File: src/rtl/palette_pkg.sv
// Shared types and reset defaults for the palette lookup path.
package palette_pkg;

    typedef logic [23:0] rgb_t;

    localparam rgb_t RGB_BLACK = 24'h000000;
    localparam rgb_t RGB_WHITE = 24'hFFFFFF;

    // Entry 0 of every bank is black, all others white.
    function automatic rgb_t entry_default(input int unsigned index);
        return (index == 0) ? RGB_BLACK : RGB_WHITE;
    endfunction

endpackage

File: src/rtl/switch_debounce.sv
// Synchronises and debounces an active-low push-button; emits a one-cycle
// pulse on each accepted press (debounced 1->0 transition).
module switch_debounce #(
    parameter int unsigned DEBOUNCE_CYCLES = 16
) (
    input  logic clk,
    input  logic rst,
    input  logic raw,
    output logic press
);

    localparam int unsigned CNT_W = $clog2(DEBOUNCE_CYCLES + 1);

    logic             sync1_q, sync1_d;
    logic             sync2_q, sync2_d;
    logic             level_q, level_d;
    logic [CNT_W-1:0] cnt_q, cnt_d;
    logic             press_q, press_d;

    always_comb begin
        sync1_d = raw;
        sync2_d = sync1_q;
        level_d = level_q;
        cnt_d   = '0;
        if (sync2_q != level_q) begin
            if (cnt_q == CNT_W'(DEBOUNCE_CYCLES - 1)) begin
                level_d = sync2_q;
            end else begin
                cnt_d = cnt_q + 1'b1;
            end
        end
        press_d = level_q & ~level_d;
    end

    always_ff @(posedge clk) begin
        if (rst) begin
            sync1_q <= 1'b1;
            sync2_q <= 1'b1;
            level_q <= 1'b1;
            cnt_q   <= '0;
            press_q <= 1'b0;
        end else begin
            sync1_q <= sync1_d;
            sync2_q <= sync2_d;
            level_q <= level_d;
            cnt_q   <= cnt_d;
            press_q <= press_d;
        end
    end

    assign press = press_q;

endmodule

File: src/rtl/palette_lut.sv
// Banked colour-index to RGB888 lookup with a 2-cycle pipeline; the bank
// advances on button presses and switches only at frame boundaries.
module palette_lut
    import palette_pkg::*;
#(
    parameter int unsigned IDX_W           = 2,
    parameter int unsigned NUM_BANKS       = 4,
    parameter int unsigned BANK_W          = (NUM_BANKS > 1) ? $clog2(NUM_BANKS) : 1,
    parameter int unsigned DEBOUNCE_CYCLES = 16
) (
    input  logic              clk,
    input  logic              rst,
    input  logic              switch,
    input  logic              frame_start,
    input  logic              wr_en,
    input  logic [BANK_W-1:0] wr_bank,
    input  logic [IDX_W-1:0]  wr_index,
    input  logic [23:0]       wr_colour,
    input  logic              in_valid,
    input  logic [IDX_W-1:0]  in_index,
    output logic              out_valid,
    output logic [23:0]       out_colour,
    output logic [BANK_W-1:0] active_bank
);

    localparam int unsigned DEPTH = 2 ** IDX_W;

    rgb_t              mem_q [NUM_BANKS][DEPTH];
    rgb_t              mem_d [NUM_BANKS][DEPTH];
    logic [BANK_W-1:0] pending_q, pending_d;
    logic [BANK_W-1:0] active_q, active_d;
    logic              s1_valid_q, s1_valid_d;
    logic [IDX_W-1:0]  s1_index_q, s1_index_d;
    logic              out_valid_q, out_valid_d;
    rgb_t              out_colour_q, out_colour_d;
    logic              press;

    switch_debounce #(
        .DEBOUNCE_CYCLES(DEBOUNCE_CYCLES)
    ) u_switch_debounce (
        .clk  (clk),
        .rst  (rst),
        .raw  (switch),
        .press(press)
    );

    always_comb begin
        mem_d = mem_q;
        if (wr_en && (32'(wr_bank) < NUM_BANKS)) begin
            mem_d[wr_bank][wr_index] = wr_colour;
        end
    end

    // A coincident press and frame_start: active takes the old pending value.
    always_comb begin
        pending_d = pending_q;
        active_d  = active_q;
        if (press) begin
            pending_d = (pending_q == BANK_W'(NUM_BANKS - 1)) ? '0 : pending_q + 1'b1;
        end
        if (frame_start) begin
            active_d = pending_q;
        end
    end

    // Stage 2 reads mem_q, so a same-cycle write to the same entry returns the old value.
    always_comb begin
        s1_valid_d   = in_valid;
        s1_index_d   = in_index;
        out_valid_d  = s1_valid_q;
        out_colour_d = out_colour_q;
        if (s1_valid_q) begin
            out_colour_d = mem_q[active_q][s1_index_q];
        end
    end

    always_ff @(posedge clk) begin
        if (rst) begin
            for (int unsigned b = 0; b < NUM_BANKS; b++) begin
                for (int unsigned i = 0; i < DEPTH; i++) begin
                    mem_q[b][i] <= entry_default(i);
                end
            end
            pending_q    <= '0;
            active_q     <= '0;
            s1_valid_q   <= 1'b0;
            s1_index_q   <= '0;
            out_valid_q  <= 1'b0;
            out_colour_q <= RGB_BLACK;
        end else begin
            mem_q        <= mem_d;
            pending_q    <= pending_d;
            active_q     <= active_d;
            s1_valid_q   <= s1_valid_d;
            s1_index_q   <= s1_index_d;
            out_valid_q  <= out_valid_d;
            out_colour_q <= out_colour_d;
        end
    end

    assign out_valid   = out_valid_q;
    assign out_colour  = out_colour_q;
    assign active_bank = active_q;

endmodule

File: config.mk
export PLATFORM = sky130hd
export DESIGN_NAME = palette_lut
export DESIGN_NICKNAME = d
export VERILOG_FILES = /design/src/rtl/palette_pkg.sv /design/src/rtl/switch_debounce.sv /design/src/rtl/palette_lut.sv
export SDC_FILE = /design/constraint.sdc
export NUM_CORES = 1
export LEC_CHECK = 0
export BUFFER_PORTS_ARGS = -buffer_cell sky130_fd_sc_hd__buf_2
export CAP_MARGIN = 20
export CORE_MARGIN = 10
export CORE_UTILIZATION = 50
export DETAILED_ROUTE_END_ITERATION = 8
export MAX_ROUTING_LAYER = met4
export PLACE_DENSITY = 0.69
export SETUP_SLACK_MARGIN = 0.4
export SLEW_MARGIN = 20
export SYNTH_ARGS = -nofsm -noshare
export SYNTH_HDL_FRONTEND = slang
export SYNTH_SLANG_ARGS = --single-unit
File: constraint.sdc
create_clock -name clk -period 1.37 [get_ports clk]
set_input_delay 0.137 -clock clk [delete_from_list [all_inputs] [get_ports clk]]
set_output_delay 0.137 -clock clk [all_outputs]
set_load 0.01 [all_outputs]
==> flow_summary_export.csv <==
group,metric,value,unit
yosys,synthXorXnorAreaFrac,0.1475,%
global_route,grt_max_degree,70,
worst_setup_path,timing.rr.start,"s1_index_q[0]",
detailed_routing,first_pass_iters,6,
place,dpl_worst_slack,-0.1981,ns
detailed_routing,viasPerCell,5.974,
sta,finClkSkew,0.01209,ns
status,violations,"setup timing",
cts,cts_made_buffers,44,
sta,setup_violations,25,
worst_setup_path,critPathLaunchType,"flip-flop",
floorplan,ioPinCount,63,
yosys,synth_simple_gate_area_share,29.55,%
worst_setup_path,reg2reg_slack,-0.13,ns
sta,period_needed,1.498,ns
detailed_routing,drt.antenna.violating_nets,0,
sta,setup_tns,-2.103,ns
yosys,syn_area_per_cell,7.812,um^2
yosys,synth_area_leaders,"dfxtp_1, nand2_1, mux2i_1, nand3_1, a21oi_1",
worst_hold_path,hold_depth,3,
floorplan,row_count,69,
detailed_routing,drt_iter0_drc,1656,
floorplan,start_util,50.32,%
layout,syn_to_final_growth,25.77,%
worst_setup_path,cp_slowest_stage_delay,0.37,ns
layout,seqCellArea,0.008584,mm^2
yosys,ys_seq_elements,425,
yosys,synth_compound_area_share,6.448,%
power_and_ir_drop,intPower,20.37,mW
detailed_routing,wl_per_cell,21.19,um
floorplan,die_x,208.7,um
yosys,ys_warn_count,0,
yosys,seq_area_frac_synth,47.77,%
yosys,synthesis.nets,2319,
layout,layout_commonest_cell,"nand2_1",
yosys,post-synth-top-area-cell,"dfxtp_1",
run,drv_cap,0,
floorplan,die_h,208.7,um
detailed_routing,num_vias,16740,
yosys,syn_area,0.01781,mm^2
global_route,grt-ovfl-total,0,
cts,path_clk_slew,0.07,ns
power_and_ir_drop,comb_power_share,9.3,%
sta,slew_violations,0,
sta,setup_slack,-0.1282,ns
sta,max_freq,667.5,MHz
power_and_ir_drop,powerDensity,1201,mW/mm^2
yosys,synth-adder-area-share,0.2107,%
layout,final_layout_size_suffix_gt1_share,19.19,%
yosys,syn_inst,2280,
worst_setup_path,end_kind,"flip-flop",
worst_setup_path,cp_slowest_cell,"dfxtp_4",
worst_setup_path,worstReg2RegEnd,"out_colour[6]",
power_and_ir_drop,p_total,26.92,mW
worst_setup_path,path_cells,"buf_12 -> buf_12 -> buf_16 -> mux2i_1 -> a22oi_1 -> nand3_1 -> nand3_1",
sta,tightest_slew,0.4863,ns
detailed_routing,drc,0,
worst_setup_path,worstSetupPathType,"reg -> reg",
yosys,synth_ff_type,"dfxtp_1",
cts,h-tree-depth,2,
power_and_ir_drop,p_sw,6.550,mW
cts,clock_sinks,425,
place,dpl.hpwl,34060,um
cts,worstSkewPairLatency,0.54,ns
yosys,muxShareOfSynthArea,11.01,%
layout,fillers,2977,
worst_setup_path,r2r_cells,7,
sta,finalHoldViolCount,0,
power_and_ir_drop,pwr-share-seq,47.6,%
layout,fin_nets,2350,
floorplan,dieArea,0.04357,mm^2
cts,clk_path_buf_depth,3,
worst_setup_path,required,1.85,ns
yosys,async_flop_share,0,%
power_and_ir_drop,leakage,9.697,nW
power_and_ir_drop,clkPwrFrac,43.1,%
sta,relSlewSlack,67.58,%
global_route,track_usage,26.57,%
cts,cts_tree,"yes",
sta,period_share,109.4,%
power_and_ir_drop,power.share.switching,24.33,%
yosys,synth_top_family_by_area,"simple AND/OR/NAND/NOR gates",
power_and_ir_drop,vdd_ir_drop_max,0.001036,V
worst_hold_path,hold_class,"in -> reg",
place,gp_congestion,0.8759,
layout,multi_input_area,0.009169,mm^2
status,status,"complete, but fails checks",
place,post_dp_cell_area,0.01961,mm^2
global_route,grt_pass1_wl,91780,um
place,numPortBuffers,62,
global_route,grt_pass1_vias,16390,
floorplan,coreArea,0.03540,mm^2
global_route,antenna_found_initial,1,
yosys,yosys.cell_types.count,30,
yosys,synth_top_area_share,47.77,%
worst_hold_path,worstHoldEndpoint,"mem_q[171]",
cts,cts-root-buf,"clkbuf_16",
worst_hold_path,min_from,"wr_colour[3]",
layout,final_cell_mix,"nand2_1, dfxtp_1, nand3_1, mux2i_1, a21oi_1",
detailed_routing,routed_wl,59380,um
yosys,synth-edff-count,0,
worst_setup_path,worstPathArrival,1.97,ns
sta,rsz0062_at_grt,"yes",
worst_setup_path,critPathMaxFanout,7,
layout,design_area,0.02240,mm^2
## sequential cells by signal, summed over array words and instances, names as in the netlist
signal,flops
out_valid_d,1
active_bank,2
u_switch_debounce.level_q,1
u_switch_debounce.cnt_q,5
u_switch_debounce.sync1_q,1
mem_q,384
u_switch_debounce.sync2_q,1
u_switch_debounce.press,1
out_valid,1
pending_q,2
out_colour,24
s1_index_q,2
## layer usage
metal / GRT usage [%] / share of wire (%) / up-vias
li1: - / - / 7632
met1: 33.02 / 40 / 8064
met2: 42.85 / 47 / 877
met3: 3.281 / 9.2 / 165
met4: 11.41 / 4.1 / 0
met5: - / 0 / -
## synthesized netlist by cell type (2+ instances only)
cell type,n
and3b_1,2
nand2b_1,2
nor2b_1,9
and3_1,2
nor2_1,23
buf_2,50
xnor2_1,2
nand3b_1,3
nor3_2,3
ha_1,3
a22oi_1,72
clkbuf_1,150
buf_6,2
nor2_2,3
or2_2,2
inv_1,3
buf_1,4
mux2i_1,196
a21oi_1,120
nand3_1,366
nand2_1,830
dfxtp_1,425
## critical path, delay by kind of cell (launching register included)
family	cells	cell delay, ns
compound gates	1	0.17
mux	1	0.11
buf+inv	3	0.42
simple gates	2	0.34
flops	1	0.37
## power groups by stage
stage / Sequential (mW) / Combinational (mW) / Clock, mW
3_3_place_gp: 13.1 / 2.03 / 0
2_1_floorplan: 13.0 / 1.45 / 0
5_1_grt: 12.8 / 2.65 / 12.2
4_1_cts: 12.8 / 2.38 / 11.7
3_5_place_dp: 13.1 / 2.07 / 0
6_report: 12.8 / 2.50 / 11.6
## final cells by class
type	count	share of cell area, %
inverters	4	0.1005
clock inverters	14	0.5753
flip-flops and latches	425	38.32
clock buffers	61	5.563
repair buffers	191	11.93
diodes	1	0.01117
well taps	461	2.575
multi-input cells	1645	40.93
## timing repair
item	4_1_cts	5_1_grt
resized for setup	103	103
cloned	10	2
hold buffers	10	0
pin swaps	18	63
hold endpoints to repair	11	0
setup buffers	17	3
setup endpoints to repair	58	64
## kinds of logic after synthesis
logic type                 Yosys count
AOI/OAI and AO/OA                  193
and+or+nand+nor                   1250
muxes                              196
buffers and inverters              210
adders and majority gates            3
xor gates and xnor gates             3
DFF                                425
## worst max-delay path by stage
stage / startpoint / endpoint / slack, ns / depth (start not counted)
after floorplan: u_switch_debounce.cnt_q[0] / u_switch_debounce.cnt_q[0] / 0.07 / 5
after detailed placement: s1_index_q[0] / out_colour[2] / -0.20 / 5
final: s1_index_q[0] / out_colour[6] / -0.13 / 7
after CTS: s1_index_q[0] / out_colour[0] / -0.08 / 6
after global routing: s1_index_q[0] / out_colour[21] / -0.17 / 7
after global placement: s1_index_q[0] / out_colour[2] / -0.18 / 5
## stage by stage
step,hold WS [ns],util (%),cells
4_1_cts,0.0008957,61.99,2796
3_3_place_gp,0.3217,55.39,2684
5_1_grt,0.03675,63.29,2802
3_5_place_dp,0.3390,55.39,2684
2_1_floorplan,0.2161,-,2280
6_report,0.03014,63.29,2802
(Power assumes the default switching activity.)
